File: src/rtl/present_job_scheduler.sv
// present_job_scheduler
// Shares one PRESENT core between two requesters. Grants are round-robin.
// The scheduler loads the key and then the plaintext into the core, and waits
// for the core to finish or for the timeout to expire. It returns the result on
// the owner's valid/ready response channel. The last loaded key is cached, so a
// job that reuses it skips the key-load cycle.

module present_job_scheduler #(
    parameter int KEY_W   = 80,
    parameter int DATA_W  = 64,
    parameter int TIMEOUT = 40
) (
    input  logic              inClk,
    input  logic              inRst,

    input  logic              inReq0Valid,
    input  logic [KEY_W-1:0]  inReq0Key,
    input  logic [DATA_W-1:0] inReq0Data,
    output logic              outReq0Ready,
    output logic              outRsp0Valid,
    output logic [DATA_W-1:0] outRsp0Data,
    output logic              outRsp0Err,
    input  logic              inRsp0Ready,

    input  logic              inReq1Valid,
    input  logic [KEY_W-1:0]  inReq1Key,
    input  logic [DATA_W-1:0] inReq1Data,
    output logic              outReq1Ready,
    output logic              outRsp1Valid,
    output logic [DATA_W-1:0] outRsp1Data,
    output logic              outRsp1Err,
    input  logic              inRsp1Ready,

    output logic [KEY_W-1:0]  outCoreKey,
    output logic              outCoreKeyWr,
    output logic [DATA_W-1:0] outCoreData,
    output logic              outCoreDataWr,
    input  logic              inCoreBusy,
    input  logic [DATA_W-1:0] inCoreResult,

    output logic              outBusy
);

    localparam int CNT_W = $clog2(TIMEOUT + 1);

    typedef enum logic [2:0] {
        IDLE,
        LOAD_KEY,
        LOAD_DATA,
        WAIT_START,
        WAIT_DONE,
        RESPOND
    } state_t;

    state_t state, state_next;

    // Control state
    logic              ptr;
    logic              cache_vld;
    logic [CNT_W-1:0]  tmo_cnt;

    // Job and response registers (no reset: only observed through gated outputs)
    logic              owner;
    logic [KEY_W-1:0]  job_key;
    logic [DATA_W-1:0] job_data;
    logic [KEY_W-1:0]  cache_key;
    logic [DATA_W-1:0] rsp_data;
    logic              rsp_err;

    // Arbitration and completion decode
    logic              grant_any;
    logic              grant_id;
    logic [KEY_W-1:0]  grant_key;
    logic [DATA_W-1:0] grant_data;
    logic              key_hit;
    logic              waiting;
    logic              core_done;
    logic              tmo_hit;
    logic              rsp_tmo;
    logic              rsp_ready_owner;

    // Pick the requester for this cycle and check whether its key is already in the core
    always_comb begin
        grant_any = inReq0Valid | inReq1Valid;
        if (inReq0Valid && inReq1Valid) begin
            grant_id = ptr;
        end else begin
            grant_id = inReq1Valid;
        end
        grant_key  = grant_id ? inReq1Key  : inReq0Key;
        grant_data = grant_id ? inReq1Data : inReq0Data;
        key_hit    = cache_vld && (grant_key == cache_key);
    end

    // Completion and timeout conditions; a completion that lands on the
    // timeout cycle wins over the timeout
    always_comb begin
        waiting         = (state == WAIT_START) || (state == WAIT_DONE);
        core_done       = (state == WAIT_DONE) && !inCoreBusy;
        tmo_hit         = waiting && (tmo_cnt >= CNT_W'(TIMEOUT - 1));
        rsp_tmo         = tmo_hit && !core_done;
        rsp_ready_owner = owner ? inRsp1Ready : inRsp0Ready;
    end

    // State register
    always_ff @(posedge inClk) begin
        if (inRst) begin
            state <= IDLE;
        end else begin
            state <= state_next;
        end
    end

    // Next-state and output decode; every output is zero unless its state drives it
    always_comb begin
        state_next    = state;
        outReq0Ready  = 1'b0;
        outReq1Ready  = 1'b0;
        outRsp0Valid  = 1'b0;
        outRsp0Data   = '0;
        outRsp0Err    = 1'b0;
        outRsp1Valid  = 1'b0;
        outRsp1Data   = '0;
        outRsp1Err    = 1'b0;
        outCoreKey    = '0;
        outCoreKeyWr  = 1'b0;
        outCoreData   = '0;
        outCoreDataWr = 1'b0;
        outBusy       = (state != IDLE);

        unique case (state)
            IDLE: begin
                if (grant_any && !inRst) begin
                    outReq0Ready = !grant_id;
                    outReq1Ready = grant_id;
                    state_next   = key_hit ? LOAD_DATA : LOAD_KEY;
                end
            end
            LOAD_KEY: begin
                outCoreKey   = job_key;
                outCoreKeyWr = 1'b1;
                state_next   = LOAD_DATA;
            end
            LOAD_DATA: begin
                outCoreData   = job_data;
                outCoreDataWr = 1'b1;
                state_next    = WAIT_START;
            end
            WAIT_START: begin
                // The job cannot be complete before busy has been seen, so a timeout here always aborts
                if (tmo_hit) begin
                    state_next = RESPOND;
                end else if (inCoreBusy) begin
                    state_next = WAIT_DONE;
                end
            end
            WAIT_DONE: begin
                if (core_done || tmo_hit) begin
                    state_next = RESPOND;
                end
            end
            RESPOND: begin
                outRsp0Valid = !owner;
                outRsp1Valid = owner;
                outRsp0Data  = owner ? '0 : rsp_data;
                outRsp1Data  = owner ? rsp_data : '0;
                outRsp0Err   = !owner && rsp_err;
                outRsp1Err   = owner && rsp_err;
                if (rsp_ready_owner) begin
                    state_next = IDLE;
                end
            end
            default: begin
                state_next = IDLE;
            end
        endcase
    end

    // Fairness pointer, key-cache validity and timeout counter
    always_ff @(posedge inClk) begin
        if (inRst) begin
            ptr       <= 1'b0;
            cache_vld <= 1'b0;
            tmo_cnt   <= '0;
        end else begin
            if (state == LOAD_KEY) begin
                cache_vld <= 1'b1;
            end else if (rsp_tmo) begin
                // The core was abandoned mid-job, so its key register can no longer be trusted
                cache_vld <= 1'b0;
            end

            if (state == LOAD_DATA) begin
                tmo_cnt <= '0;
            end else if (waiting) begin
                tmo_cnt <= tmo_cnt + CNT_W'(1);
            end

            if ((state == RESPOND) && rsp_ready_owner) begin
                ptr <= !owner;
            end
        end
    end

    // Job latch at grant, cached key at key load, response capture at completion
    always_ff @(posedge inClk) begin
        if ((state == IDLE) && grant_any) begin
            job_key  <= grant_key;
            job_data <= grant_data;
            owner    <= grant_id;
        end

        if (state == LOAD_KEY) begin
            cache_key <= job_key;
        end

        if (core_done) begin
            rsp_data <= inCoreResult;
            rsp_err  <= 1'b0;
        end else if (rsp_tmo) begin
            rsp_data <= '0;
            rsp_err  <= 1'b1;
        end
    end

endmodule

File: config.mk
export PLATFORM = sky130hd
export DESIGN_NAME = present_job_scheduler
export DESIGN_NICKNAME = d
export VERILOG_FILES = /design/src/rtl/present_job_scheduler.sv
export SDC_FILE = /design/constraint.sdc
export NUM_CORES = 1
export LEC_CHECK = 0
export CAP_MARGIN = 20
export CORE_AREA = 2 2 247 249
export DETAILED_ROUTE_END_ITERATION = 7
export DIE_AREA = 0 0 249 251
export GPL_ROUTABILITY_DRIVEN = 0
export GPL_TIMING_DRIVEN = 0
export PLACE_DENSITY = 0.55
export SLEW_MARGIN = 25
export SYNTH_ARGS = -nofsm -noshare
export SYNTH_HDL_FRONTEND = slang
export SYNTH_SLANG_ARGS = --single-unit
export TNS_END_PERCENT = 1
File: constraint.sdc
create_clock -name inClk -period 6 [get_ports inClk]
set_clock_uncertainty 0.05 [all_clocks]
set_input_delay 1.8 -clock inClk [delete_from_list [all_inputs] [get_ports inClk]]
set_output_delay 1.8 -clock inClk [all_outputs]
set_load 0.05 [all_outputs]
# Word-level counts from Yosys, hierarchy flattened
# Cells that the tools add are included.
totals:
  mem_count: 0
  regBits: 301
  latchBits: 0
  elab_cells: 77
  ramBits: 0
  rom_bits: 0
classes:
  order_cmp: 1
  n_mul: 0
  n_reduce_logical: 23
  n_shift: 0
  div_mod_pow: 0
  n_addsub: 1
  n_eq_ne: 10
  bitwise: 1
  n_mux: 31
op_table:
  columns: ["operator", "count"]
  rows:
  - ["two-way mux 64 bit", 8]
  - ["two-way mux 80 bit", 2]
  - ["equality test 80 bit", 1]
  - ["case mux 3 bit (6 select lines)", 1]
  - ["two-way mux 3 bit", 5]
  - ["two-way mux 1 bit", 14]
  - ["logical AND 1 bit", 10]
  - ["adder 6 x 1 -> 6 bit (second input constant)", 1]
  - ["equality test 3 x 2 -> 1 bit (second input constant)", 2]
  - ["equality test 3 bit (second input constant)", 2]
  - ["greater-or-equal comparator 6 bit (second input constant)", 1]
  - ["zero test 1 bit", 5]
  - ["!= test 2 bit (second input constant)", 2]
  - ["AND reduction 4 bit", 1]
  - ["nonzero test 2 bit", 2]
  - ["equality test 3 x 1 -> 1 bit (second input constant)", 1]
  - ["zero test 3 bit", 1]
  - ["!= test 3 bit (second input constant)", 1]
  - ["nonzero test 3 bit", 1]
  - ["logical OR 1 bit", 2]
  - ["two-way mux 2 bit", 1]
  - ["!= test 2 x 1 -> 1 bit (second input constant)", 1]
  - ["OR reduction 2 bit", 1]
  - ["OR 1 bit", 1]

# Depth between registers and ports, before layout
# Gate-level depths: netlist of run 1.
depth:
  depth_word: 8
  mapped_depth: 13
  mapped_depth_nobuf: 9

# Least setup slack after synthesis of run 1
# No wires, ideal clock.
synth_path:
  path_kind: "register to output"
  start: "register state[2]"
  end: "output outCoreKey[71]"
  path_stages_with_launch: 5
  t_arrival_ps: 4514
  path_slack_ps: -364
  path_buffers: 2
  cell_sequence: "dfxtp_1 -> clkbuf_1 -> nor3b_1 -> clkbuf_1 -> and2_1"
synth_via:
  elab_chain_len: 2
synth_rtl:
  columns: ["element", "line", "rtl"]
  rows:
  - ["from (decl)", "55", "state_t state, state_next;"]
  - ["from (signal assigned)", "110", "state <= state_next;"]
  - ["equality test 3 x 1 -> 1 bit", "131", "unique case (state)"]
  - ["two-way mux 80 bit", "131", null]
  - ["to (decl)", "34", "output logic [KEY_W-1:0] outCoreKey,"]
# Every way passes these cells.

# Final worst setup path of run 1
layout_path:
  start: "input inReq1Valid"
  end: "output outReq1Ready"
layout_via:
  elab_chain_len: 4
  elab_cells_between_ends: 6
  classes_between: "mux: 3; bitwise: 1; reduce/logical: 2"
layout_rtl:
  columns: ["element", "line", "rtl"]
  rows:
  - ["from (decl)", "25", "input logic inReq1Valid,"]
  - ["logical AND 1 bit or OR 1 bit (tied branches)", "85, 84", null]
  - ["two-way mux 1 bit or logical AND 1 bit (tied branches)", "85, 133", null]
  - ["two-way mux 1 bit *", "133", "if (grant_any && !inRst) begin"]
  - ["two-way mux 1 bit *", "131", null]
  - ["to (decl)", "28", "output logic outReq1Ready,"]
# Every way passes the cells marked *; elsewhere a longest branch is shown, timed or not.

==> results of run 1 <==
## per-layer routing
layer / global-route usage [%] / wire length, um / share of wire (%)
met4: 6.944 / 1776 / 2.6
met2: 35.88 / 33270 / 48
met3: 5.477 / 5719 / 8.3
met5: 0 / 27 / 0.039
met1: 26.54 / 28160 / 41
## repair_timing
item,4_1_cts,5_1_grt
hold buffers,0,0
endpoints found under the setup margin,2,6
gates resized for setup,22,5
## metrics by stage
stage          setup TNS [ns]  cell area [um2]
2_1_floorplan               0            15340
3_3_place_gp          -527.08            22710
3_5_place_dp           -4.835            22820
4_1_cts              -0.08833            24060
5_1_grt              -0.05841            24080
6_report                    0            24090
## placed cells by master, fill, tap and decap left out, types with 16 or more instances in the layout
master	count
mux2i_1	16
nand3_1	21
nand2_1	278
clkbuf_1	72
o21ai_0	35
nor2_1	23
clkbuf_16	40
edfxtp_1	289
xor2_1	29
xnor2_1	23
clkdlybuf4s50_1	636
inv_1	63
and2_1	277
a21oi_1	21
and3_1	70
mux2_2	17
## power groups by stage
stage               clock network, mW  logic, mW  registers, mW
global placement                    0       2.87           3.27
global route                     2.44       3.06           3.21
finish                           2.32       2.92           3.16
floorplan                           0       1.63           3.15
detailed placement                  0       2.92           3.19
CTS                              2.38       2.93           3.16
## how the worst max path moves through the flow
stage                    to  slack (ns)  cells after the start
2_1_floorplan   job_data[0]        0.14                      4
3_3_place_gp    job_key[25]       -3.57                      5
3_5_place_dp   outReq1Ready       -1.71                      9
4_1_cts        outReq1Ready       -0.09                      8
5_1_grt        outReq1Ready       -0.06                      8
6_report       outReq1Ready        0.05                      6
## final cells by class
class	instances	area (um2)	area share (%)
diodes	10	25.02	0.1039
plain buffers	78	337.8	1.402
clock buffers	45	1020	4.233
clock inverters	25	220.2	0.9141
inverters	65	254.0	1.054
multi-input cells	988	5872	24.38
flip-flops and latches	301	8919	37.02
well taps	782	978.4	4.062
repair buffers	642	6464	26.83
## flip-flops by register name, summed over array words and instances, names as in the netlist
register	cells
cache_key	80
cache_vld	1
job_data	64
job_key	80
owner	1
ptr	1
rsp_data	64
rsp_err	1
state	3
tmo_cnt	6
## cell families after synthesis
kind of cell / Yosys count
compound gates: 151
xor+xnor: 52
fa+ha+maj: 1
buf+inv: 147
flops: 301
mux: 36
simple gates: 748
==> metrics.md, run 1 <==
| Metric | Value |
|---|---|
| DRC Markers | 0 |
| LEAKAGE | 9.218 nW |
| Clk pwr share | 27.6% |
| CP Launch Type | input port |
| Crit. End Element | output port |
| Cell taking the most area after synthesis | edfxtp_1 |
| Reg2Reg Setup Slack | 2.00 ns |
| Die Ht | 251 um |
| Int Power | 5.243 mW |
| Pin count of the biggest net entering global routing | 87 |
| # rows | 90 |
| CP Launch Point | inReq1Valid |
| Worst-path cell chain | clkdlybuf4s50_1, buf_2, clkbuf_4, o21ai_1, nor3_1, clkdlybuf4s18_2 |
| Die W | 249 um |
| Mux share of post-synthesis cell area | 2.577% |
| Initial Util | 25.66% |
| Post-CTS Setup Inserts | 0 |
| Outcome | complete, no violations |
| RSZ-0062 raised after global routing | true |
| Vias in the first global route | 14157 |
| Reg2Reg Depth | 10 |
| CP arrival | 4.10 ns |
| Htree depth | 2 |
| Worst slew pin tran | 1.096 ns |
| Ys async rst share | 0% |
| Hold wc startpoint | job_key[35] |
| Fin nets | 2475 |
| DR pass1 iterations | 5 |
| Setup WS pre-CTS | -1.705 ns |
| Cells after Synth | 1436 |
| First-pass GRT wire length | 97410 um |
| Initial DRC Count | 1236 |
| Fin crit share | 99.24% |
| Via count | 13909 |
| Final hold violations | 0 |
| Max Clock Freq | 167.9 MHz |
| Antenna violations before repair | 14 |
| Dpl hpwl | 54070 um |
| Post-route ant nets | 0 |
| Seq cells post-synth | 301 |
| Slack of the critical path | 0.04543 ns |
| Simple-Gate Fraction of Synth Area | 25.65% |
| Share of cells above drive strength 1 | 5.177% |
| YS warnings | 0 |
| Worst r2r src | ptr |
| Post-Syn Nets | 1796 |
| GR Overflow Total | 0 |
| Share of the yosys chip area belonging to registers | 58.14% |
| Clk pin slew, worst setup/hold paths | 0.06 ns |
| Synth top area cells | edfxtp_1 57%, and2_1 11%, nand2_1 6.8%, and3_1 2.9%, clkbuf_1 1.9% |
| Final setup violation count | 0 |
| Post-Synth Adder-Cell Area | 0.08156% |
| RR Endpoint | state[1] |
| # IOs | 640 |
| Sequential power share | 37.6% |
| Core box area | 59790 um2 |
| Power, Total | 8.398 mW |
| Critical path required time | 4.15 ns |
| Synth Area in XOR/XNOR | 2.969% |
| Final Max Tran Viols | 0 |
| Area share of the largest cell type after synthesis | 56.57% |
| Switching pwr | 3.155 mW |
| Placed insts | 2860 |
| Layout Cells excl Fill | 2936 |
| Port bufs | 638 |
| Vias per cell | 4.737 |
| Most frequent cell after synthesis | edfxtp_1 |
| DRT Wirelength | 68950 um |
| Compound-Gate Fraction of Synth Area | 6.900% |
| CP Buf/Inv Count | 4 |
| WS Path Type | input port to output port |
| Post-Synthesis Mean Instance Area | 10.68 um2 |
| Skew-Pair Late Insertion Delay | 0.55 ns |
| Routed wire per std cell | 23.49 um |
| Total GRT Usage | 21.27% |
| Area Growth Syn to Fin | 57.03% |
| Final min period | 5.955 ns |
| Comb pwr share | 34.8% |
| Largest family of logic cells by synthesized area | simple AND/OR/NAND/NOR gates |
| Switching Share | 37.56% |
| Total CTS buffers | 39 |
| Fill cells | 5841 |
| Hold WS | 0.3828 ns |
| Worst path max stage delay | 0.59 ns |
| Synthesized cell area | 15340 um2 |
| Worst hold path class | flip-flop to flip-flop |
| Clock sink count | 301 |
| Die area | 62500 um2 |
| Worst hold stages | 0 |
| Top delay family on crit path | buffers and inverters |
| Post-synth EDFFs | 289 |
| Yosys cell types | 67 |
| Core Util, Final | 40.29% |
| Clock Tree Buf Depth | 3 |
| CP max stage cell | clkdlybuf4s50_1 |
| Max_cap viols | 0 |
| Hold EP | cache_key[35] |
| Peak supply drop | 220.0 uV |
| Clk root buf | clkbuf_16 |
| Worst Path Max Fanout | 10 |
| PwrDens | 348.6 nW/um2 |
| Slew headroom | 26.92% |
| TritonCTS clock tree | built |
| Ys flop type | edfxtp_1 |
| Synth top cells by count | 289 x edfxtp_1, 279 x nand2_1, 277 x and2_1 |
Power figures use the tool's default switching activity.
==> inputs of run 2 (changes only) <==
Settings changed: CORE_AREA 2 2 247 249 to 2 2 252 254, DIE_AREA 0 0 249 251 to 0 0 254 256, PLACE_DENSITY 0.55 to 0.51.
Clock period 6 ns to 5.9 ns, I/O delays scaled along.
==> run 2 against run 1 <==
Against the previous run: worst setup slack got worse by 0.026 ns; critical path depth is 6 higher; count of clock-buffer cells in the layout grew 6; sequential power is 2% higher; sequential share of layout area fell by 0.23 points; die area grew 4.0%; clock power rose by 7%; power grew 3.0%; worst hold slack gained 0.0056 ns; first-iteration DRC count shrank 5.5%; utilization fell by 1.4 points; non-clock buffer count is 1 higher; critical path type is now input port to flip-flop; largest power group unchanged.
==> metrics.md, run 2 (synthesized netlist as in run 1, its figures left out) <==
| Metric | Value |
|---|---|
| CP Launch Type | input port |
| Htree depth | 2 |
| Core Util, Final | 38.85% |
| Total GRT Usage | 20.91% |
| Fin nets | 2476 |
| Peak supply drop | 233.7 uV |
| Fin crit share | 99.68% |
| GR Overflow Total | 0 |
| Placed insts | 2924 |
| Pin count of the biggest net entering global routing | 84 |
| Worst slew pin tran | 1.066 ns |
| # IOs | 640 |
| Initial DRC Count | 1168 |
| DRC Markers | 0 |
| First-pass GRT wire length | 97700 um |
| Area Growth Syn to Fin | 57.99% |
| WS Path Type | input port to flip-flop |
| Max_cap viols | 0 |
| Sequential power share | 37.1% |
| CP arrival | 6.29 ns |
| Routed wire per std cell | 23.42 um |
| Switching pwr | 3.185 mW |
| Clock sink count | 301 |
| Post-CTS Setup Inserts | 0 |
| Layout Cells excl Fill | 2998 |
| Final hold violations | 0 |
| Worst hold path class | flip-flop to flip-flop |
| Final Max Tran Viols | 0 |
| RSZ-0062 raised after global routing | true |
| Skew-Pair Late Insertion Delay | 0.56 ns |
| Clock Tree Buf Depth | 3 |
| Regs by FF count | cache_key x80, job_key x80 |
| PwrDens | 357.0 nW/um2 |
| Post-route ant nets | 0 |
| Via count | 13730 |
| Outcome | complete, no violations |
| Area occupied by multi-input gates | 5872 um2 |
| Int Power | 5.468 mW |
| Worst Path Max Fanout | 19 |
| Dpl hpwl | 55000 um |
| Commonest cells after routing, fill and taps aside | 636 x clkdlybuf4s50_1, 289 x edfxtp_1, 278 x nand2_1 |
| Initial Util | 24.59% |
| Hold WS | 0.3884 ns |
| Die W | 254 um |
| Comb pwr share | 34.3% |
| Port bufs | 638 |
| Vias per cell | 4.580 |
| CTS Hold Bufs | 0 |
| Max Clock Freq | 170.0 MHz |
| Crit. End Element | flip-flop |
| Fill cells | 6285 |
| TritonCTS clock tree | built |
| DR pass1 iterations | 5 |
| Clk pin slew, worst setup/hold paths | 0.06 ns |
| TNS Setup | 0 ns |
| Final setup violation count | 0 |
| DP Area | 22910 um2 |
| Final instance area | 24240 um2 |
| Most common cell after layout, fill and taps aside | clkdlybuf4s50_1 |
| Slew headroom | 28.92% |
| # rows | 92 |
| Register Area | 8919 um2 |
| Critical path required time | 6.31 ns |
| Final min period | 5.881 ns |
| Antenna violations before repair | 8 |
| LEAKAGE | 9.247 nW |
| Clk pwr share | 28.6% |
| Die area | 65020 um2 |
| Clk root buf | clkbuf_16 |
| Vias in the first global route | 13988 |
| DRT Wirelength | 70220 um |
| Total CTS buffers | 39 |
| Switching Share | 36.81% |
| Core box area | 62390 um2 |
| Die Ht | 256 um |
| Share of cells above drive strength 1 | 5.035% |
==> run 2: path summary, 6_finish.rpt <==
path          startpoint       endpoint  slack, ns  depth (start not counted)
max          inReq0Valid       state[0]       0.02                         12
min          job_key[18]  cache_key[18]       0.39                          0
min reg2reg  job_key[18]  cache_key[18]       0.39                          0
max reg2reg          ptr       state[0]       1.33                         11
==> run 2: power by group through the flow <==
stage                     Combinational (mW)  Clock [mW]  Sequential, mW
after global routing                    3.13        2.61            3.26
after CTS                               2.99        2.55            3.20
after global placement                  2.93           0            3.33
after floorplan                         1.65           0            3.21
after detailed placement                2.98           0            3.24
final                                   2.97        2.48            3.21
==> run 2: timing repair <==
action,CTS,global route
pin swaps,0,0
gates resized for setup,23,5
setup endpoints to repair,17,8
==> run 2: metrics by stage <==
| step | power [mW] | worst slack (ns) |
|---|---|---|
| finish | 8.653 | 0.01909 |
| global placement | 6.259 | -3.769 |
| CTS | 8.739 | -0.06430 |
| detailed placement | 6.214 | -1.731 |
| floorplan | 4.859 | 0.07119 |
| global route | 9.001 | -0.03352 |
==> run 2: critical path, cell delays in order <==
cell and delay [ns]:
clkdlybuf4s50_1 0.54, nand2b_4 0.16, nand2_4 0.11, inv_4 0.14
buf_6 0.27, buf_2 0.49, clkbuf_1 0.64, a21oi_1 0.38
a2111oi_0 0.58, o2111ai_1 0.34, or4_1 0.63, o21a_1 0.22
==> run 2: routing by layer <==
metal	share of wire, %	vias up	routed length (um)	track usage (%)
met1	41	6627	28800	26.31
met2	48	641	33510	34.81
met4	2.2	2	1514	5.752
met5	0.019	-	13	0
met3	9.1	86	6376	6.041
li1	-	6374	-	-
==> run 2: final cells by class <==
cell class | count | area share, %
Antenna cell | 7 | 0.07227
Buffer | 79 | 1.430
Clock buffer | 51 | 4.300
Clock inverter | 19 | 1.069
Inverter | 65 | 1.048
Multi-Input combinational cell | 988 | 24.23
Sequential cell | 301 | 36.80
Tap cell | 846 | 4.367
Timing Repair Buffer | 642 | 26.69
==> inputs of run 3 (changes only) <==
Settings changed: CTS_BUF_LIST from default to sky130_fd_sc_hd__clkbuf_2.
==> run 3 against run 2 <==
Against the previous run: sequential share of layout area increased by 0.58 points; worst hold slack got worse by 0.034 ns; combinational power about the same; utilization decreased by 0.61 points; largest cell class unchanged; highest routed layer is now met4.
==> metrics.md, run 3 (synthesized netlist as in run 1, its figures left out) <==
| Metric | Value |
|---|---|
| Initial Util | 24.59% |
| # IOs | 640 |
| Fin nets | 2528 |
| Pin count of the biggest net entering global routing | 84 |
| Initial DRC Count | 1272 |
| Vias per cell | 4.587 |
| Final min period | 5.789 ns |
| Port bufs | 638 |
| Via count | 14138 |
| Routed wire per std cell | 22.98 um |
| Setup WS pre-CTS | -1.731 ns |
| Die area | 65020 um2 |
| Peak supply drop | 181.9 uV |
| Clk root buf | clkbuf_2 |
| Vias in the first global route | 14395 |
| DRT Wirelength | 70830 um |
| Dpl hpwl | 55000 um |
| Skew-Pair Late Insertion Delay | 1.02 ns |
| GR Overflow Total | 0 |
| DRC Markers | 0 |
| CP Launch Type | input port |
| Antenna violations before repair | 6 |
| First-pass GRT wire length | 99140 um |
| Area Growth Syn to Fin | 55.52% |
| RSZ-0062 raised after global routing | false |
| Final hold violations | 0 |
| Regs by FF count | cache_key x80, job_key x80 |
| Clock sink count | 301 |
| Total CTS buffers | 90 |
| # rows | 92 |
| Critical path required time | 4.08 ns |
| WS Path Type | input port to output port |
| DR pass1 iterations | 6 |
| Post-CTS Setup Inserts | 0 |
| CP arrival | 3.97 ns |
| Slack of the critical path | 0.1111 ns |
| Die Ht | 256 um |
| Post-CTS Resized | 81 |
| Share of cells above drive strength 1 | 8.973% |
| Post-route ant nets | 0 |
| Fill cells | 6384 |
| Most common cell after layout, fill and taps aside | clkdlybuf4s50_1 |
| Worst hold path class | flip-flop to flip-flop |
| Core box area | 62390 um2 |
| Worst Path Max Fanout | 19 |
| Clk pin slew, worst setup/hold paths | 0.09 ns |
| Fin crit share | 98.12% |
| Final Max Tran Viols | 0 |
| PwrDens | 329.4 nW/um2 |
| Crit. End Element | output port |
| Slew headroom | 27.08% |
| TritonCTS clock tree | built |
| Total GRT Usage | 21.13% |
| Final setup violation count | 0 |
| Worst slew pin tran | 1.094 ns |
| Max Clock Freq | 172.7 MHz |
| Max_cap viols | 0 |
| Die W | 254 um |
| Clock Tree Buf Depth | 3 |
| LEAKAGE | 10.29 nW |
| TNS Setup | 0 ns |
| CTS Hold Bufs | 0 |
| Outcome | complete, no violations |
| Htree depth | 3 |
| Commonest cells after routing, fill and taps aside | 552 x clkdlybuf4s50_1, 289 x edfxtp_1, 278 x nand2_1 |
run 3: path summary, 6_finish.rpt:
check                            startpoint            end  slack, ns  depth (start not counted)
worst min-delay path            job_key[15]  cache_key[15]       0.35                          0
worst max register to register          ptr       state[0]       1.37                         11
worst min register to register  job_key[15]  cache_key[15]       0.35                          0
worst max-delay path            inReq0Valid   outReq0Ready       0.11                         10
run 3: final cells by class:
| cell class | instances | area, um2 | area share [%] |
|---|---|---|---|
| Inverter | 65 | 254.0 | 1.065 |
| Tap cell | 846 | 1059 | 4.437 |
| Clock inverter | 29 | 201.4 | 0.8443 |
| Multi-Input combinational cell | 988 | 5877 | 24.63 |
| Clock buffer | 124 | 620.6 | 2.601 |
| Sequential cell | 301 | 8919 | 37.38 |
| Antenna cell | 7 | 17.52 | 0.07342 |
| Timing Repair Buffer | 642 | 6529 | 27.37 |
| Buffer | 80 | 381.6 | 1.600 |
run 3: through the flow:
step | power (mW) | area [um2] | hold slack (ns) | util, % | std cells
final | 7.860 | 23860 | 0.3546 | 38.24 | 3082
after detailed placement | 6.214 | 22910 | 0.3733 | 36.72 | 2924
after CTS | 7.942 | 23730 | 0.3534 | 38.04 | 3075
after global placement | 6.259 | 22790 | 0.3697 | 36.52 | 2920
after floorplan | 4.859 | 15340 | 0.3674 | - | 1436
after global routing | 8.226 | 23850 | 0.3965 | 38.23 | 3079
run 3: layer usage:
| layer | track usage [%] | part of all wire, % | up-vias |
|---|---|---|---|
| met5 | 0 | 0 | - |
| met4 | 5.621 | 2.2 | 0 |
| met3 | 6.315 | 8.9 | 109 |
| met2 | 35.34 | 48 | 687 |
| met1 | 26.38 | 41 | 6812 |
| li1 | - | - | 6530 |
run 3: power breakdown:
| group | internal (mW) | switching [mW] | leakage (nW) |
|---|---|---|---|
| combinational | 0.970 | 1.99 | 6.80 |
| sequential | 2.98 | 0.222 | 2.88 |
| clock | 0.699 | 0.996 | 0.612 |
| total | 4.65 | 3.21 | 10.3 |
run 3: critical path, cell delays in order:
cell             delay (ns)
clkdlybuf4s50_1        0.63
nand2b_4               0.11
nand2_4                0.14
inv_4                  0.08
buf_6                  0.17
buf_4                  0.20
buf_8                  0.18
clkbuf_8               0.20
nor3_1                 0.18
buf_4                  0.26
